<file path="src/rtl/add_pipe_if.sv">
// Operand/result handshake bundle for add_pipe.
// The slave modport is the adder itself; the master modport is everything around it
// (the producer of operand beats and the consumer of result beats).
interface add_pipe_if #(
  parameter int unsigned WIDTH = 48
);

  // Operand side
  logic             i_valid;
  logic             o_ready;
  logic [WIDTH-1:0] i_data_one;
  logic [WIDTH-1:0] i_data_two;
  logic             i_carry;
  logic             i_sub;

  // Result side
  logic             o_valid;
  logic             i_ready;
  logic [WIDTH-1:0] o_data;
  logic             o_carry;
  logic             o_overflow;

  modport slave (
    input  i_valid,
    input  i_data_one,
    input  i_data_two,
    input  i_carry,
    input  i_sub,
    input  i_ready,
    output o_ready,
    output o_valid,
    output o_data,
    output o_carry,
    output o_overflow
  );

  modport master (
    output i_valid,
    output i_data_one,
    output i_data_two,
    output i_carry,
    output i_sub,
    output i_ready,
    input  o_ready,
    input  o_valid,
    input  o_data,
    input  o_carry,
    input  o_overflow
  );

endinterface

</file>
<file path="src/rtl/add_pipe.sv">
// Pipelined ripple-carry adder/subtractor.
// The carry chain is cut into STAGES equal slices. Each stage register carries the
// full operand pair (upper slices act as input skew), the partial result (lower
// slices act as output deskew), the slice carry-out and a valid bit. A single global
// enable freezes every stage, bubbles included, while the output is stalled.
module add_pipe #(
  parameter int unsigned WIDTH  = 48,
  parameter int unsigned STAGES = 4
) (
  input logic      i_clk,
  input logic      i_rst,
  add_pipe_if.slave bus
);

  localparam int unsigned SEG = WIDTH / STAGES;

  if ((STAGES == 0) || (WIDTH < STAGES) || ((WIDTH % STAGES) != 0)) begin : gen_param_check
    $error("add_pipe: WIDTH must be a non-zero multiple of STAGES");
  end

  // Stage registers
  logic [WIDTH-1:0]  a_q [STAGES];
  logic [WIDTH-1:0]  b_q [STAGES];  // already inverted for subtract
  logic [WIDTH-1:0]  r_q [STAGES];
  logic [STAGES-1:0] c_q;
  logic [STAGES-1:0] v_q;
  logic              ov_q;

  // Next-state values
  logic [WIDTH-1:0]  a_d [STAGES];
  logic [WIDTH-1:0]  b_d [STAGES];
  logic [WIDTH-1:0]  r_d [STAGES];
  logic [STAGES-1:0] c_d;
  logic [STAGES-1:0] v_d;
  logic              ov_d;
  logic [SEG:0]      seg_sum;
  logic              cin0;
  logic              adv;

  // Global advance: the pipeline moves unless a held result is being refused.
  always_comb begin
    adv         = ~v_q[STAGES-1] | bus.i_ready;
    bus.o_ready = adv & ~i_rst;
  end

  assign bus.o_valid    = v_q[STAGES-1];
  assign bus.o_data     = r_q[STAGES-1];
  assign bus.o_carry    = c_q[STAGES-1];
  assign bus.o_overflow = ov_q;

  // Per-stage slice addition; stage 0 consumes the raw inputs, later stages their predecessor.
  always_comb begin
    a_d[0]  = bus.i_data_one;
    b_d[0]  = bus.i_sub ? ~bus.i_data_two : bus.i_data_two;
    // Subtract uses the inverted borrow as carry-in: A + ~B + ~bin == A - B - bin.
    cin0    = bus.i_carry ^ bus.i_sub;
    seg_sum = {1'b0, a_d[0][SEG-1:0]} + {1'b0, b_d[0][SEG-1:0]} + {{SEG{1'b0}}, cin0};
    r_d[0]  = '0;
    r_d[0][SEG-1:0] = seg_sum[SEG-1:0];
    c_d[0]  = seg_sum[SEG];
    v_d[0]  = bus.i_valid;
    for (int k = 1; k < STAGES; k++) begin
      a_d[k]  = a_q[k-1];
      b_d[k]  = b_q[k-1];
      r_d[k]  = r_q[k-1];
      v_d[k]  = v_q[k-1];
      seg_sum = {1'b0, a_q[k-1][k*SEG +: SEG]} + {1'b0, b_q[k-1][k*SEG +: SEG]}
                + {{SEG{1'b0}}, c_q[k-1]};
      r_d[k][k*SEG +: SEG] = seg_sum[SEG-1:0];
      c_d[k]  = seg_sum[SEG];
    end
    // Overflow needs only the operand and result sign bits once the top slice is known.
    ov_d = (a_d[STAGES-1][WIDTH-1] == b_d[STAGES-1][WIDTH-1]) &
           (r_d[STAGES-1][WIDTH-1] != a_d[STAGES-1][WIDTH-1]);
  end

  // Stage registers: valid bits always advance with adv; payload loads only for real beats,
  // so the output fields keep their last value across bubbles.
  always_ff @(posedge i_clk) begin
    if (i_rst) begin
      for (int k = 0; k < STAGES; k++) begin
        a_q[k] <= '0;
        b_q[k] <= '0;
        r_q[k] <= '0;
      end
      c_q  <= '0;
      v_q  <= '0;
      ov_q <= 1'b0;
    end else if (adv) begin
      v_q <= v_d;
      for (int k = 0; k < STAGES; k++) begin
        if (v_d[k]) begin
          a_q[k] <= a_d[k];
          b_q[k] <= b_d[k];
          r_q[k] <= r_d[k];
          c_q[k] <= c_d[k];
        end
      end
      if (v_d[STAGES-1]) begin
        ov_q <= ov_d;
      end
    end
  end

endmodule

</file>
<file path="src/flat_wrapper.sv">
// flat-port wrapper written by rule: the top's interface ports become plain ports
module add_pipe_flat 
#(
  parameter int unsigned WIDTH  = 48,
  parameter int unsigned STAGES = 4
)
  (i_clk, i_rst, bus_i_valid, bus_i_data_one, bus_i_data_two, bus_i_carry, bus_i_sub, bus_i_ready, bus_o_ready, bus_o_valid, bus_o_data, bus_o_carry, bus_o_overflow);
  add_pipe_if #(.WIDTH(WIDTH)) bus_i ();
  input logic i_clk;
  input logic i_rst;
  input wire logic [$bits(bus_i.i_valid)-1:0] bus_i_valid;
  input wire logic [$bits(bus_i.i_data_one)-1:0] bus_i_data_one;
  input wire logic [$bits(bus_i.i_data_two)-1:0] bus_i_data_two;
  input wire logic [$bits(bus_i.i_carry)-1:0] bus_i_carry;
  input wire logic [$bits(bus_i.i_sub)-1:0] bus_i_sub;
  input wire logic [$bits(bus_i.i_ready)-1:0] bus_i_ready;
  output wire logic [$bits(bus_i.o_ready)-1:0] bus_o_ready;
  output wire logic [$bits(bus_i.o_valid)-1:0] bus_o_valid;
  output wire logic [$bits(bus_i.o_data)-1:0] bus_o_data;
  output wire logic [$bits(bus_i.o_carry)-1:0] bus_o_carry;
  output wire logic [$bits(bus_i.o_overflow)-1:0] bus_o_overflow;
  assign bus_i.i_valid = bus_i_valid;
  assign bus_i.i_data_one = bus_i_data_one;
  assign bus_i.i_data_two = bus_i_data_two;
  assign bus_i.i_carry = bus_i_carry;
  assign bus_i.i_sub = bus_i_sub;
  assign bus_i.i_ready = bus_i_ready;
  assign bus_o_ready = bus_i.o_ready;
  assign bus_o_valid = bus_i.o_valid;
  assign bus_o_data = bus_i.o_data;
  assign bus_o_carry = bus_i.o_carry;
  assign bus_o_overflow = bus_i.o_overflow;
  add_pipe #(.WIDTH(WIDTH), .STAGES(STAGES)) u_core (.i_clk(i_clk), .i_rst(i_rst), .bus(bus_i));
endmodule
</file>
<file path="config.mk">
export PLATFORM = sky130hd
export DESIGN_NAME = add_pipe_flat
export DESIGN_NICKNAME = d
export VERILOG_FILES = /design/src/rtl/add_pipe_if.sv /design/src/rtl/add_pipe.sv /design/src/flat_wrapper.sv
export SDC_FILE = /design/constraint.sdc
export NUM_CORES = 1
export LEC_CHECK = 0
export BUFFER_PORTS_ARGS = -buffer_cell sky130_fd_sc_hd__buf_4
export CAP_MARGIN = 20
export CORE_UTILIZATION = 60
export DETAILED_ROUTE_END_ITERATION = 10
export PLACE_DENSITY = 0.82
export RECOVER_POWER = 25
export SLEW_MARGIN = 20
export SYNTH_ARGS = -nofsm -noshare
export SYNTH_HDL_FRONTEND = slang
export SYNTH_SLANG_ARGS = --single-unit
</file>
<file path="constraint.sdc">
create_clock -name i_clk -period 5.2 [get_ports i_clk]
set_input_delay 0.26 -clock i_clk [delete_from_list [all_inputs] [get_ports i_clk]]
set_output_delay 0.26 -clock i_clk [all_outputs]
set_load 0.02 [all_outputs]
</file>
; ---- Yosys cells after proc, flatten, opt, wreduce, memory -nomap -nowiden
; Memories as Yosys holds them, arrays and structs flattened.
; Index checks and enable logic that the tools add are counted.
[classes]
n_addsub = 8
bitwise = 19
n_lt_le_gt_ge = 0
n_mul = 0
shifts = 0
muxes = 31
n_eq_ne = 2
n_div = 0
reduce_logical = 4
[op_table]
columns = operator, n
row1 = two-way mux 48 bit, 13
row2 = adder 12 x 12 -> 13 bit, 4
row3 = adder 13 x 1 -> 13 bit, 4
row4 = NOT 48 bit, 1
row5 = two-way mux 1 bit, 18
row6 = bitwise OR 1 bit, 13
row7 = AND reduction 2 bit, 4
row8 = AND 1 bit, 2
row9 = NOT 1 bit, 2
row10 = == test 1 bit, 1
row11 = inequality test 1 bit, 1
row12 = bitwise XOR 1 bit, 1
[totals]
romBits = 0
reg_bits = 9
elab_cells = 73
output_inout_bits = 52
latch_bits = 0
in_bits = 102
ram_bits = 576
memories = 3
[mem_list]
columns = memory, depth, width, read_ports, rd_clocked_by_memory_dff, write_ports, line
row1 = u_core.a_q, 4, 48, 3, 0, 4, add_pipe.sv:22  ; logic [WIDTH-1:0] a_q [STAGES];
row2 = u_core.b_q, 4, 48, 3, 0, 4, add_pipe.sv:23  ; logic [WIDTH-1:0] b_q [STAGES];
row3 = u_core.r_q, 4, 48, 4, 0, 4, add_pipe.sv:24  ; logic [WIDTH-1:0] r_q [STAGES];

; ---- Logic depth before layout (Yosys ltp)
; Gate-level depths: netlist of run 1.
[logic_depth]
ltp_word = 6
ltp_mapped = 10
depth_no_buf = 9

; ---- Worst setup path after synthesis of run 1
; Ideal clock, no wire load.
[synth_timing]
path_type = reg-to-reg
startpoint = register u_core.v_q[3]
endpoint = memory u_core.a_q[0][12], enable pin
arrival_time_ns = 2.172
period_less_slack_ns = 2.995
setup_ns = 0.823
required_ns = 4.377
path_buffers = 1
path_slack_ns = 2.205
path_stages_with_launch = 5
path_cell_list = dfxtp_1 nand2b_2 buf_6 nand2_1 nand2_1
[synth_rtl]
columns = item, line
row1 = "start, declared", add_pipe.sv:26  ; logic [STAGES-1:0] v_q;
row2 = "start signal, assigned", add_pipe.sv:90  ; v_q <= v_d;
row3 = "end, declared", add_pipe.sv:22

==> results of run 1 <==
[timing repair]
item,CTS,global route
hold buffers,3,0
setup endpoints to repair,0,0
endpoints found under the hold margin,4,0
[layer usage]
metal / part of all wire / routed length (µm)
met5: 0 / 0
met3: 0.060 / 1344
met4: 0.027 / 607
met2: 0.49 / 11090
met1: 0.42 / 9369
[metrics by stage]
step	util	hold slack [ns]	cell area [µm²]	total power, W
global placement	0.6840	0.4833	13970	0.003169
detailed placement	0.6840	0.4947	13970	0.003193
global route	0.7178	0.006609	14670	0.005188
finish	0.7178	0.01558	14670	0.005022
floorplan	-	0.4366	12590	0.003004
CTS	0.7281	0.0007906	14870	0.005062
[kinds of logic after synthesis]
| kind of cell | Yosys count |
|---|---|
| DFF | 273 |
| buffers and inverters | 59 |
| AOI/OAI and AO/OA | 122 |
| muxes | 5 |
| adders and majority gates | 52 |
| and+or+nand+nor | 373 |
| xor gates and xnor gates | 65 |
[sequential cells by signal, summed over array words and instances (netlist names)]
signal / flops
u_core.r_q: 120
u_core.v_q: 4
u_core.c_q: 4
u_core.b_q: 72
u_core.bus.o_overflow: 1
u_core.a_q: 72
[cells in the mapped netlist (all sizes together) (2+ instances only)]
cell type	instances	area, µm²
a211o	4	35.03
ha	44	550.5
o31ai	3	27.52
edfxtp	264	7928
dfxtp	9	180.2
a21oi	43	222.7
a31oi	2	12.51
nor3	14	75.07
nand3	20	112.6
a2111oi	7	63.81
fa	8	160.2
o21a	6	45.04
a21o	9	67.56
and3	8	50.05
a31o	2	17.52
buf	12	66.31
a311oi	3	26.28
o21ai	17	85.08
nor2	69	259.0
xor2	19	166.4
nor4	2	12.51
xnor2	46	402.9
inv	18	67.56
o211ai	7	57.55
and2	191	1195
clkbuf	29	108.9
nor3b	9	77.57
nand2	39	146.4
nand2b	4	27.53
nor2b	5	33.78
o21bai	4	30.03
a21boi	2	15.01
nand4	6	37.54
mux2i	4	40.04
o2111a	2	22.52
[worst min-delay path by stage]
stage / cells past startpoint / slack (ns) / to / start
after floorplan: 2 / 0.44 / u_core.v_q[0]$_SDFFE_PP0N_ / bus_i_valid
after global placement: 2 / 0.48 / u_core.v_q[0]$_SDFFE_PP0N_ / u_core.v_q[0]$_SDFFE_PP0N_
after detailed placement: 2 / 0.49 / u_core.v_q[1]$_SDFFE_PP0N_ / u_core.v_q[1]$_SDFFE_PP0N_
after CTS: 2 / 0.0008 / u_core.a_q[0][29]$_SDFFCE_PN0P_ / bus_i_data_one[29]
after global routing: 2 / 0.007 / u_core.a_q[0][35]$_SDFFCE_PN0P_ / bus_i_data_one[35]
final: 2 / 0.02 / u_core.a_q[0][29]$_SDFFCE_PN0P_ / bus_i_data_one[29]
[cell usage in the layout (no fill, tap or decap), types with 9 or more instances in the layout]
master,netlist,layout
inv_1,17,18
edfxtp_1,264,264
and2_1,190,147
ha_1,44,44
and2_0,1,44
a21o_1,9,9
a21oi_1,41,41
nand3_1,19,19
nand2_1,39,37
dfxtp_1,9,9
clkbuf_16,0,27
nor3_1,13,13
xor2_1,19,19
o21ai_0,11,11
xnor2_1,46,46
buf_4,0,107
clkbuf_1,29,54
nor2_1,69,69
[layout make-up]
type / instances / share of cell area
Clock buffer: 28 / 0.04633
Clock inverter: 21 / 0.01305
Inverter: 18 / 0.004607
Multi-Input combinational cell: 617 / 0.2897
Sequential cell: 273 / 0.5529
Tap cell: 270 / 0.02304
Timing Repair Buffer: 163 / 0.07039
[power by group]
part | total [W] | switching, W | internal [W]
registers | 0.00261 | 0.0000432 | 0.00257
logic | 0.000528 | 0.000312 | 0.000216
clock network | 0.00188 | 0.000786 | 0.00110
==> summary.md, run 1 <==
| Metric | Value |
|---|---|
| Status | `complete, but fails checks` |
| Failing checks | `capacitance limit, slew limit` |
| Via Count | `7510` |
| Post-synthesis sequential area ratio | `0.6438` |
| FF+latch count, synth | `273` |
| Vias in the first global route | `7266` |
| Depth of the most critical reg-to-reg path | `4` |
| PnR worst setup slack | `1.924 ns` |
| Number of max-slew violations in the final report | `102` |
| Main synth FF type | `edfxtp_1` |
| CTS Buffer Depth | `3` |
| Die H | `146.9 µm` |
| PostCTS Resize Cnt | `0` |
| Avg WL per Cell | `16.12 µm` |
| Syn-to-layout area delta | `16.44%` |
| Setup_tns | `0 ns` |
| M2 GR Usage | `0.3640` |
| CTS Buf Count | `27` |
| Share of layout cells above drive strength 1 | `0.1473` |
| Input/output buffers | `153` |
| Post-CTS Setup Bufs | `0` |
| Final hold vios | `0` |
| Complex-gate fraction of the synthesized area | `0.06636` |
| Adder-Cell Fraction of Synth Area | `0.05643` |
| Clk Latency, worst-skew pair | `0.52 ns` |
| Dpl ws | `2.038 ns` |
| Slew Limit Headroom | `-0.3437` |
| GRT busiest layer | `met2` |
| Worst reg2reg path startpoint | `u_core.v_q[3]$_SDFFE_PP0N_` |
| # DRC | `0` |
| Area of the core | `20430 µm²` |
| Post-DRT Antenna Nets | `0` |
| Peak per-stage delay on the critical path | `1.24 ns` |
| DRT iter0 DRCs | `474` |
| Placer congestion estimate | `0.8573` |
| Crit Path Class | `input port to flop` |
| Worst setup path startpoint | `i_rst` |
| R2R Setup Slk | `2.37 ns` |
| Placed Cells | `1338` |
| Met3 usage | `0.02950` |
| Initial cell density of the core | `0.6165` |
| Post-synthesis cell count | `949` |
| CP Launch Type | `input port` |
| Critical-path top delay cell | `clkbuf_1` |
| Worst VDD drop | `0.0002026 V` |
| Crit end category | `flop` |
| Multiplexer share of the synthesized area | `0.004073` |
| CTS tree | `done` |
| Worst r2r dst | `u_core.b_q[0][15]$_SDFFCE_PN0P_` |
| Die area | `21570 µm²` |
| Clock Sinks | `273` |
| Yosys Warn Count | `0` |
| Critical path, cell by cell | `dlygate4sd3_1 -> clkbuf_1 -> inv_1 -> and3_1 -> clkbuf_1 -> and3_1 -> mux2i_1 -> o311ai_1` |
| Worst Tran Pin Value | `2.011 ns` |
| Combinational family with the most area after synthesis | `simple AND/OR/NAND/NOR gates` |
| Netlist cell types | `66` |
| EDFF count, synth | `264` |
| Syn_nets | `1103` |
| Post-Synth Simple-Gate Area | `0.1649` |
| Setup violations, final | `0` |
| Largest net degree at the start of global routing | `61` |
| GRT Overall Usage | `0.2110` |
| Area of the multi-input gates | `4249 µm²` |
| Row Count | `52` |
| Finished Layout Cells | `1390` |
| Worst setup endpoint | `u_core.r_q[2][32]$_SDFFCE_PN0P_` |
| Mapped cell area | `12590 µm²` |
| Num ports | `154` |
| Hold Path Class | `input port to flop` |
| Worst endpoint required time | `5.54 ns` |
| Fill cell count | `1457` |
| Fmax | `305.2 MHz` |
| FF/Latch Area | `8108 µm²` |
| Synth async-reset ratio | `0` |
| Detail-routed via count per cell | `5.403` |
| Antenna Cells | `0` |
| Grt ovf | `0` |
| Detailed Route WL | `22410 µm` |
| Synth Area in XOR/XNOR | `0.04520` |
| Final net count | `1254` |
| Die width | `146.9 µm` |
| Buf+Inv Stages, Crit Path | `4` |
| Post-DP HPWL | `15380 µm` |
| Pleak | `5.774 nW` |
| Htree depth | `1` |
| Final Cycle Share | `0.6301` |
| Arrival time worst endpoint | `3.62 ns` |
| WP depth | `8` |
| Clock Skew | `0.01202 ns` |
| First-pass GRT wire length | `35770 µm` |
| Tmin final | `3.276 ns` |
| CP top delay family | `buffers and inverters` |
| Power per cell area | `342.4 nW/µm²` |
| Total iterations of the first detailed-routing run | `5` |
| Crit Path Max Fanout | `52` |
| CTS clk-pin slew, worst paths | `0.06 ns` |
| Initial antenna violation count | `0` |
| Max Cap Violations | `2` |
| Clock root cell | `clkbuf_16` |
| Syn Area/Cell | `13.27 µm²` |
| Met1 usage | `0.2724` |
| Unrepaired setup endpoints after global routing | `no` |
Power figures use the tool's default switching activity.
==> run 2: changes to the inputs <==
- CORE_UTILIZATION: 60 -> 53
- PLACE_DENSITY: 0.82 -> 0.77
- clock period: 5.2 -> 2.7 ns (I/O delays scaled with it)
==> summary.md, run 2 (synthesis gave the netlist of run 1 again) <==
| Metric | Value |
|---|---|
| Status | `complete, no violations` |
| Post-DP HPWL | `16280 µm (+5.8%)` |
| Final Cell Area | `15540 µm² (+6.0%)` |
| Crit Path Max Fanout | `36 (-31%)` |
| WL met1 | `10520 µm (+12%)` |
| Crit end category | `flop` |
| Clock Sinks | `273 (unchanged)` |
| Combinational power share | `0.116 (+0.011)` |
| Buf+Inv Stages, Crit Path | `4 (unchanged)` |
| Largest registers | `u_core.r_q (120), u_core.a_q (72), u_core.b_q (72)` |
| Worst Tran Pin Value | `0.9679 ns (-1.043 ns)` |
| Post-DRT Antenna Nets | `0 (unchanged)` |
| Detailed Route WL | `25340 µm (+13%)` |
| Final hold vios | `0 (unchanged)` |
| Fmax | `394.4 MHz` |
| Fill cell count | `1712 (+18%)` |
| CTS Buffer Depth | `3 (unchanged)` |
| Initial cell density of the core | `0.5382 (-0.07831)` |
| Max Cap Violations | `0 (-2)` |
| GRT Overall Usage | `0.2124 (+0.001415)` |
| Peak per-stage delay on the critical path | `0.76 ns (-0.48 ns)` |
| DRT iter0 DRCs | `441 (-7.0%)` |
| Clock Skew | `0.007962 ns (-0.004060 ns)` |
| WP depth | `5 (-3)` |
| Largest register FFs | `120 (unchanged)` |
| Syn-to-layout area delta | `23.41%` |
| Most frequent cells in the layout | `edfxtp_1 (264), and2_1 (190), buf_4 (112)` |
| Sw frac | `0.2250 (-0.002334)` |
| Die area | `24380 µm² (+13%)` |
| Power per cell area | `632.5 nW/µm² (+85%)` |
| Unrepaired setup endpoints after global routing | `no` |
| Largest reg by FF count | `u_core.r_q` |
| Pleak | `6.175 nW (+7.0%)` |
| Die H | `156.2 µm (+6.3%)` |
| Critical-path top delay cell | `clkbuf_2` |
| Hold Path Class | `input port to flop` |
| Num ports | `154 (unchanged)` |
| Sw power | `0.002211 W (+94%)` |
| Worst setup path startpoint | `i_rst` |
| Input/output buffers | `153 (unchanged)` |
| Share of layout cells above drive strength 1 | `0.1462 (-0.001123)` |
| Final core occ | `0.6641 (-0.05371)` |
| Arrival time worst endpoint | `2.67 ns (-0.95 ns)` |
| Critical path, cell by cell | `dlygate4sd3_1 -> clkbuf_1 -> inv_1 -> nand2_1 -> clkbuf_2` |
| CTS tree | `done` |
| DR WL met2 | `13140 µm (+19%)` |
| Setup violations, final | `0 (unchanged)` |
| Area of the core | `23400 µm² (+15%)` |
| Placer congestion estimate | `0.8570 (about the same)` |
| Crit Path Class | `input port to flop` |
| CTS clk-pin slew, worst paths | `0.06 ns (about the same)` |
| Row Count | `56 (+7.7%)` |
| Uppermost layer routed | `met4` |
| Total iterations of the first detailed-routing run | `6 (+1)` |
| Worst reg2reg path startpoint | `u_core.b_q[0][72]$_SDFFCE_PN0P_` |
| Total power | `0.009830 W (+96%)` |
| R2R Setup Slk | `0.19 ns (-2.18 ns)` |
| Worst r2r dst | `u_core.r_q[2][34]$_SDFFCE_PN0P_` |
| Finished Layout Cells | `1518 (+9.2%)` |
| Most common cell after layout, fill and taps aside | `edfxtp_1` |
| Htree depth | `1 (unchanged)` |
| CP top delay family | `buffers and inverters` |
| Vias in the first global route | `7991 (+10%)` |
| Initial antenna violation count | `1 (+1)` |
| Slew Limit Headroom | `0.3547 (+0.6984)` |
| Routed wl met3 | `1033 µm (-23%)` |
| Total internal power | `0.007618 W (+96%)` |
| Number of max-slew violations in the final report | `0 (-100%)` |
| Worst endpoint required time | `2.84 ns (-2.70 ns)` |
| First-pass GRT wire length | `40190 µm (+12%)` |
| Tmin final | `2.535 ns` |
| Clk Latency, worst-skew pair | `0.52 ns (about the same)` |
| Worst setup endpoint | `u_core.a_q[0][39]$_SDFFCE_PN0P_` |
| Grt ovf | `0 (unchanged)` |
| Detail-routed via count per cell | `5.212 (-3.5%)` |
| Clk pwr share | `0.373 (-0.002)` |
| CTS Buf Count | `27 (unchanged)` |
| Final net count | `1334 (+6.4%)` |
| Area after DPL | `14180 µm² (+1.5%)` |
| Cells on Worst Hold Path | `3 (+1)` |
| Flop pwr share | `0.511 (-0.009)` |
| Final Cycle Share | `0.9391` |
| Worst VDD drop | `0.0005723 V (+180%)` |
| Clock root cell | `clkbuf_16` |
| CP Launch Type | `input port` |
| # DRC | `0 (unchanged)` |
| Placed Cells | `1398 (+4.5%)` |
| Largest net degree at the start of global routing | `63 (+3.3%)` |
| Avg WL per Cell | `16.69 µm (+3.6%)` |
| Die width | `156.2 µm (+6.3%)` |
| Setup_tns | `0 ns (unchanged)` |
| Depth of the most critical reg-to-reg path | `7 (+3)` |
| Via Count | `7912 (+5.4%)` |
[run 2: cell types whose count changed in the layout (fill, tap and decap cells not counted), moves of 2 or more]
cell / before / now
and2_1: 147 / 190
dlygate4sd3_1: 3 / 72
clkinvlp_4: 4 / 1
clkinv_2: 5 / 2
clkbuf_8: 0 / 6
diode_2: 0 / 2
clkbuf_1: 54 / 60
and2_0: 44 / 1
clkinv_1: 8 / 2
buf_4: 107 / 112
buf_12: 0 / 3
[run 2: worst min path at each step]
stage	start	to	slack (ns)
3_5_place_dp	i_rst	u_core.v_q[2]$_SDFFE_PP0N_	0.41
5_1_grt	bus_i_data_two[25]	u_core.b_q[0][25]$_SDFFCE_PN0P_	0.04
4_1_cts	bus_i_data_two[25]	u_core.b_q[0][25]$_SDFFCE_PN0P_	0.004
6_report	bus_i_data_two[25]	u_core.b_q[0][25]$_SDFFCE_PN0P_	0.01
3_3_place_gp	i_rst	u_core.v_q[2]$_SDFFE_PP0N_	0.41
2_1_floorplan	bus_i_valid	u_core.v_q[0]$_SDFFE_PP0N_	0.33
[run 2: timing repair]
item	CTS	global route
hold buffers	72	0
resized for setup	0	2
setup buffers	0	0
setup endpoints to repair	0	2
endpoints found under the hold margin	78	0
[run 2: routing by layer]
metal  track usage  vias up
met2        0.3875      191
met5             0        -
li1              -     3868
met4       0.06629        0
met1        0.2597     3805
met3       0.02917       48
[run 2: per-stage QoR]
step | hold WS [ns] | worst slack, ns
finish | 0.01237 | 0.1645
floorplan | 0.3310 | 0.1501
global route | 0.03633 | 0.05537
CTS | 0.003793 | 0.1300
detailed placement | 0.4068 | 0.1484
global placement | 0.4134 | 0.2037
[run 2: tightest hold or removal path, stage by stage]
cell and delay (ns):
buf_4 0.09, xnor2_1 0.05, nor2_1 0.12
[run 2: power by group through the flow]
stage               Sequential, W  Combinational, W  Clock, W
floorplan                 0.00513          0.000653         0
global placement          0.00510           0.00106         0
detailed placement        0.00511           0.00108         0
CTS                       0.00502           0.00117   0.00372
global route              0.00504           0.00125   0.00389
finish                    0.00502           0.00114   0.00367
[run 2: area by class of cell]
cell class | instances | area [µm²] | area share
Tap cell | 319 | 399.1 | 0.02568
Timing Repair Buffer | 243 | 1837 | 0.1182
Inverter | 18 | 67.56 | 0.004347
Antenna cell | 2 | 5.005 | 0.0003220
Multi-Input combinational cell | 617 | 4260 | 0.2741
Clock buffer | 39 | 780.7 | 0.05023
Clock inverter | 7 | 85.08 | 0.005474
Sequential cell | 273 | 8108 | 0.5217
==> run 3: changes to the inputs <==
- PLACE_DENSITY: 0.77 -> 0.8
==> summary.md, run 3 (synthesis gave the netlist of run 1 again) <==
| Metric | Value |
|---|---|
| Status | `complete, no violations` |
| Most frequent cells in the layout | `edfxtp_1 (264), and2_1 (187), buf_4 (115)` |
| Initial antenna violation count | `0 (-1)` |
| Share of layout cells above drive strength 1 | `0.1509 (+0.004713)` |
| Tmin final | `2.543 ns (+0.007756 ns)` |
| Critical path, cell by cell | `fa_1 -> fa_1 -> a21oi_1 -> o21ai_1 -> a211o_1 -> nand3_1 -> nor3b_1` |
| Num ports | `154 (unchanged)` |
| Via Count | `7959 (+0.59%)` |
| Worst Tran Pin Value | `1.274 ns (+0.3056 ns)` |
| CTS Buffer Depth | `3 (unchanged)` |
| Placed Cells | `1398 (unchanged)` |
| Clock Skew | `0.01365 ns (+0.005684 ns)` |
| Worst VDD drop | `0.0004343 V (-24%)` |
| Final Cell Area | `15720 µm² (+1.1%)` |
| Setup_tns | `0 ns (unchanged)` |
| Final hold vios | `0 (unchanged)` |
| Clock Sinks | `273 (unchanged)` |
| Max Cap Violations | `0 (unchanged)` |
| Crit Path Max Fanout | `3 (-92%)` |
| Vias in the first global route | `8058 (+0.84%)` |
| Setup violations, final | `0 (unchanged)` |
| Detailed Route WL | `25890 µm (+2.1%)` |
| CTS tree | `done` |
| Detail-routed via count per cell | `5.219 (+0.13%)` |
| Die H | `156.2 µm (unchanged)` |
| Clk Latency, worst-skew pair | `0.53 ns (about the same)` |
| Slew Limit Headroom | `0.1510 (-0.2037)` |
| Syn-to-layout area delta | `24.82%` |
| Pleak | `6.269 nW (+1.5%)` |
| Dpl ws | `0.1725 ns (+0.02403 ns)` |
| Largest register FFs | `120 (unchanged)` |
| Number of max-slew violations in the final report | `0 (unchanged)` |
| Largest reg by FF count | `u_core.r_q` |
| Area of the core | `23400 µm² (unchanged)` |
| Row Count | `56 (unchanged)` |
| Crit path top cell by count | `fa_1` |
| Power per cell area | `655.6 nW/µm² (+3.7%)` |
| Post-DP HPWL | `16810 µm (+3.3%)` |
| Arrival time worst endpoint | `2.88 ns (+0.21 ns)` |
| CTS clk-pin slew, worst paths | `0.06 ns (about the same)` |
| Post-DRT Antenna Nets | `0 (unchanged)` |
| Unrepaired setup endpoints after global routing | `no` |
| Hold Path Class | `input port to flop` |
| Crit end category | `flop` |
| Most common cell after layout, fill and taps aside | `edfxtp_1` |
| CP top delay family | `adder cells` |
| Crit Path Class | `flop to flop` |
| Worst endpoint required time | `3.04 ns (+0.20 ns)` |
| Buf+Inv Stages, Crit Path | `0 (-4)` |
| Final net count | `1338 (+0.30%)` |
| CTS Buf Count | `28 (+3.7%)` |
| Grt ovf | `0 (unchanged)` |
| Antenna Cells | `0 (-2)` |
| Die width | `156.2 µm (unchanged)` |
| # DRC | `0 (unchanged)` |
| Largest net degree at the start of global routing | `49 (-22%)` |
| Fmax | `393.2 MHz (-0.31%)` |
| Peak per-stage delay on the critical path | `0.51 ns (-0.25 ns)` |
| Area after DPL | `14180 µm² (about the same)` |
| DRT iter0 DRCs | `396 (-10%)` |
| Initial cell density of the core | `0.5382 (unchanged)` |
| Input/output buffers | `153 (unchanged)` |
| Largest registers | `u_core.r_q (120), u_core.a_q (72), u_core.b_q (72)` |
| Total iterations of the first detailed-routing run | `5 (-1)` |
| Htree depth | `1 (unchanged)` |
| Finished Layout Cells | `1525 (+0.46%)` |
| Avg WL per Cell | `16.97 µm (+1.7%)` |
| Critical-path top delay cell | `fa_1` |
| GRT Overall Usage | `0.2166 (+0.004196)` |
| Final Cycle Share | `0.9419 (+0.002873)` |
| Clock root cell | `clkbuf_16` |
| Die area | `24380 µm² (unchanged)` |
| Placer congestion estimate | `0.8837 (+3.1%)` |
| First-pass GRT wire length | `40980 µm (+2.0%)` |
| Fill cell count | `1689 (-1.3%)` |
| PnR worst setup slack | `0.1567 ns (-0.007756 ns)` |
| CP Launch Type | `flop` |
-- run 3: worst min-delay path: cells and delay by family --
family | cells | cell delay, ns
AO/OA/AOI/OAI | 1 | 0.14
buffers and inverters | 1 | 0.11
AND/OR/NAND/NOR | 1 | 0.14
-- run 3: what timing repair did --
action / CTS / global route
endpoints found under the hold margin: 79 / 0
endpoints found under the setup margin: 0 / 1
hold buffers: 75 / 0
gates resized for setup: 0 / 1
buffers inserted: 0 / 0
-- run 3: area by class of cell --
class | instances | area, µm² | area share
flip-flops and latches | 273 | 8108 | 0.5158
multi-input cells | 617 | 4255 | 0.2707
repair buffers | 246 | 1891 | 0.1203
clock buffers | 33 | 760.7 | 0.04839
well taps | 319 | 399.1 | 0.02539
clock inverters | 19 | 239.0 | 0.01520
inverters | 18 | 67.56 | 0.004298
-- run 3: worst paths after layout --
kind / start / slack (ns) / cells after the start / to
min: bus_i_valid / 0.03 / 3 / u_core.v_q[0]$_SDFFE_PP0N_
min reg2reg: u_core.bus.o_overflow$_SDFFE_PP0P_ / 0.50 / 2 / u_core.bus.o_overflow$_SDFFE_PP0P_
max reg2reg: u_core.b_q[0][72]$_SDFFCE_PN0P_ / 0.16 / 7 / u_core.r_q[2][34]$_SDFFCE_PN0P_
max: u_core.b_q[0][72]$_SDFFCE_PN0P_ / 0.16 / 7 / u_core.r_q[2][34]$_SDFFCE_PN0P_
-- run 3: where the power goes --
part	total (W)	internal (W)	switching (W)	leakage, nW
Combinational	0.00116	0.000510	0.000646	2.89
Clock	0.00413	0.00257	0.00156	0.492
Sequential	0.00502	0.00494	0.0000807	2.89
-- run 3: stage by stage --
step           hold WS (ns)    util  power, W
6_report            0.03207  0.6717   0.01031
5_1_grt             0.02655  0.6717   0.01067
4_1_cts             0.05733  0.6807   0.01039
3_5_place_dp         0.4138  0.6059  0.006190
3_3_place_gp         0.4159  0.6059  0.006150
2_1_floorplan        0.3310       -  0.005782
-- run 3: routing by layer --
metal / global-route usage / wire length, µm / up-vias
met2: 0.3914 / 13370 / 244
li1: - / - / 3879
met5: 0 / 0 / -
met1: 0.2651 / 10510 / 3785
met4: 0.07143 / 653 / 0
met3: 0.03194 / 1349 / 51
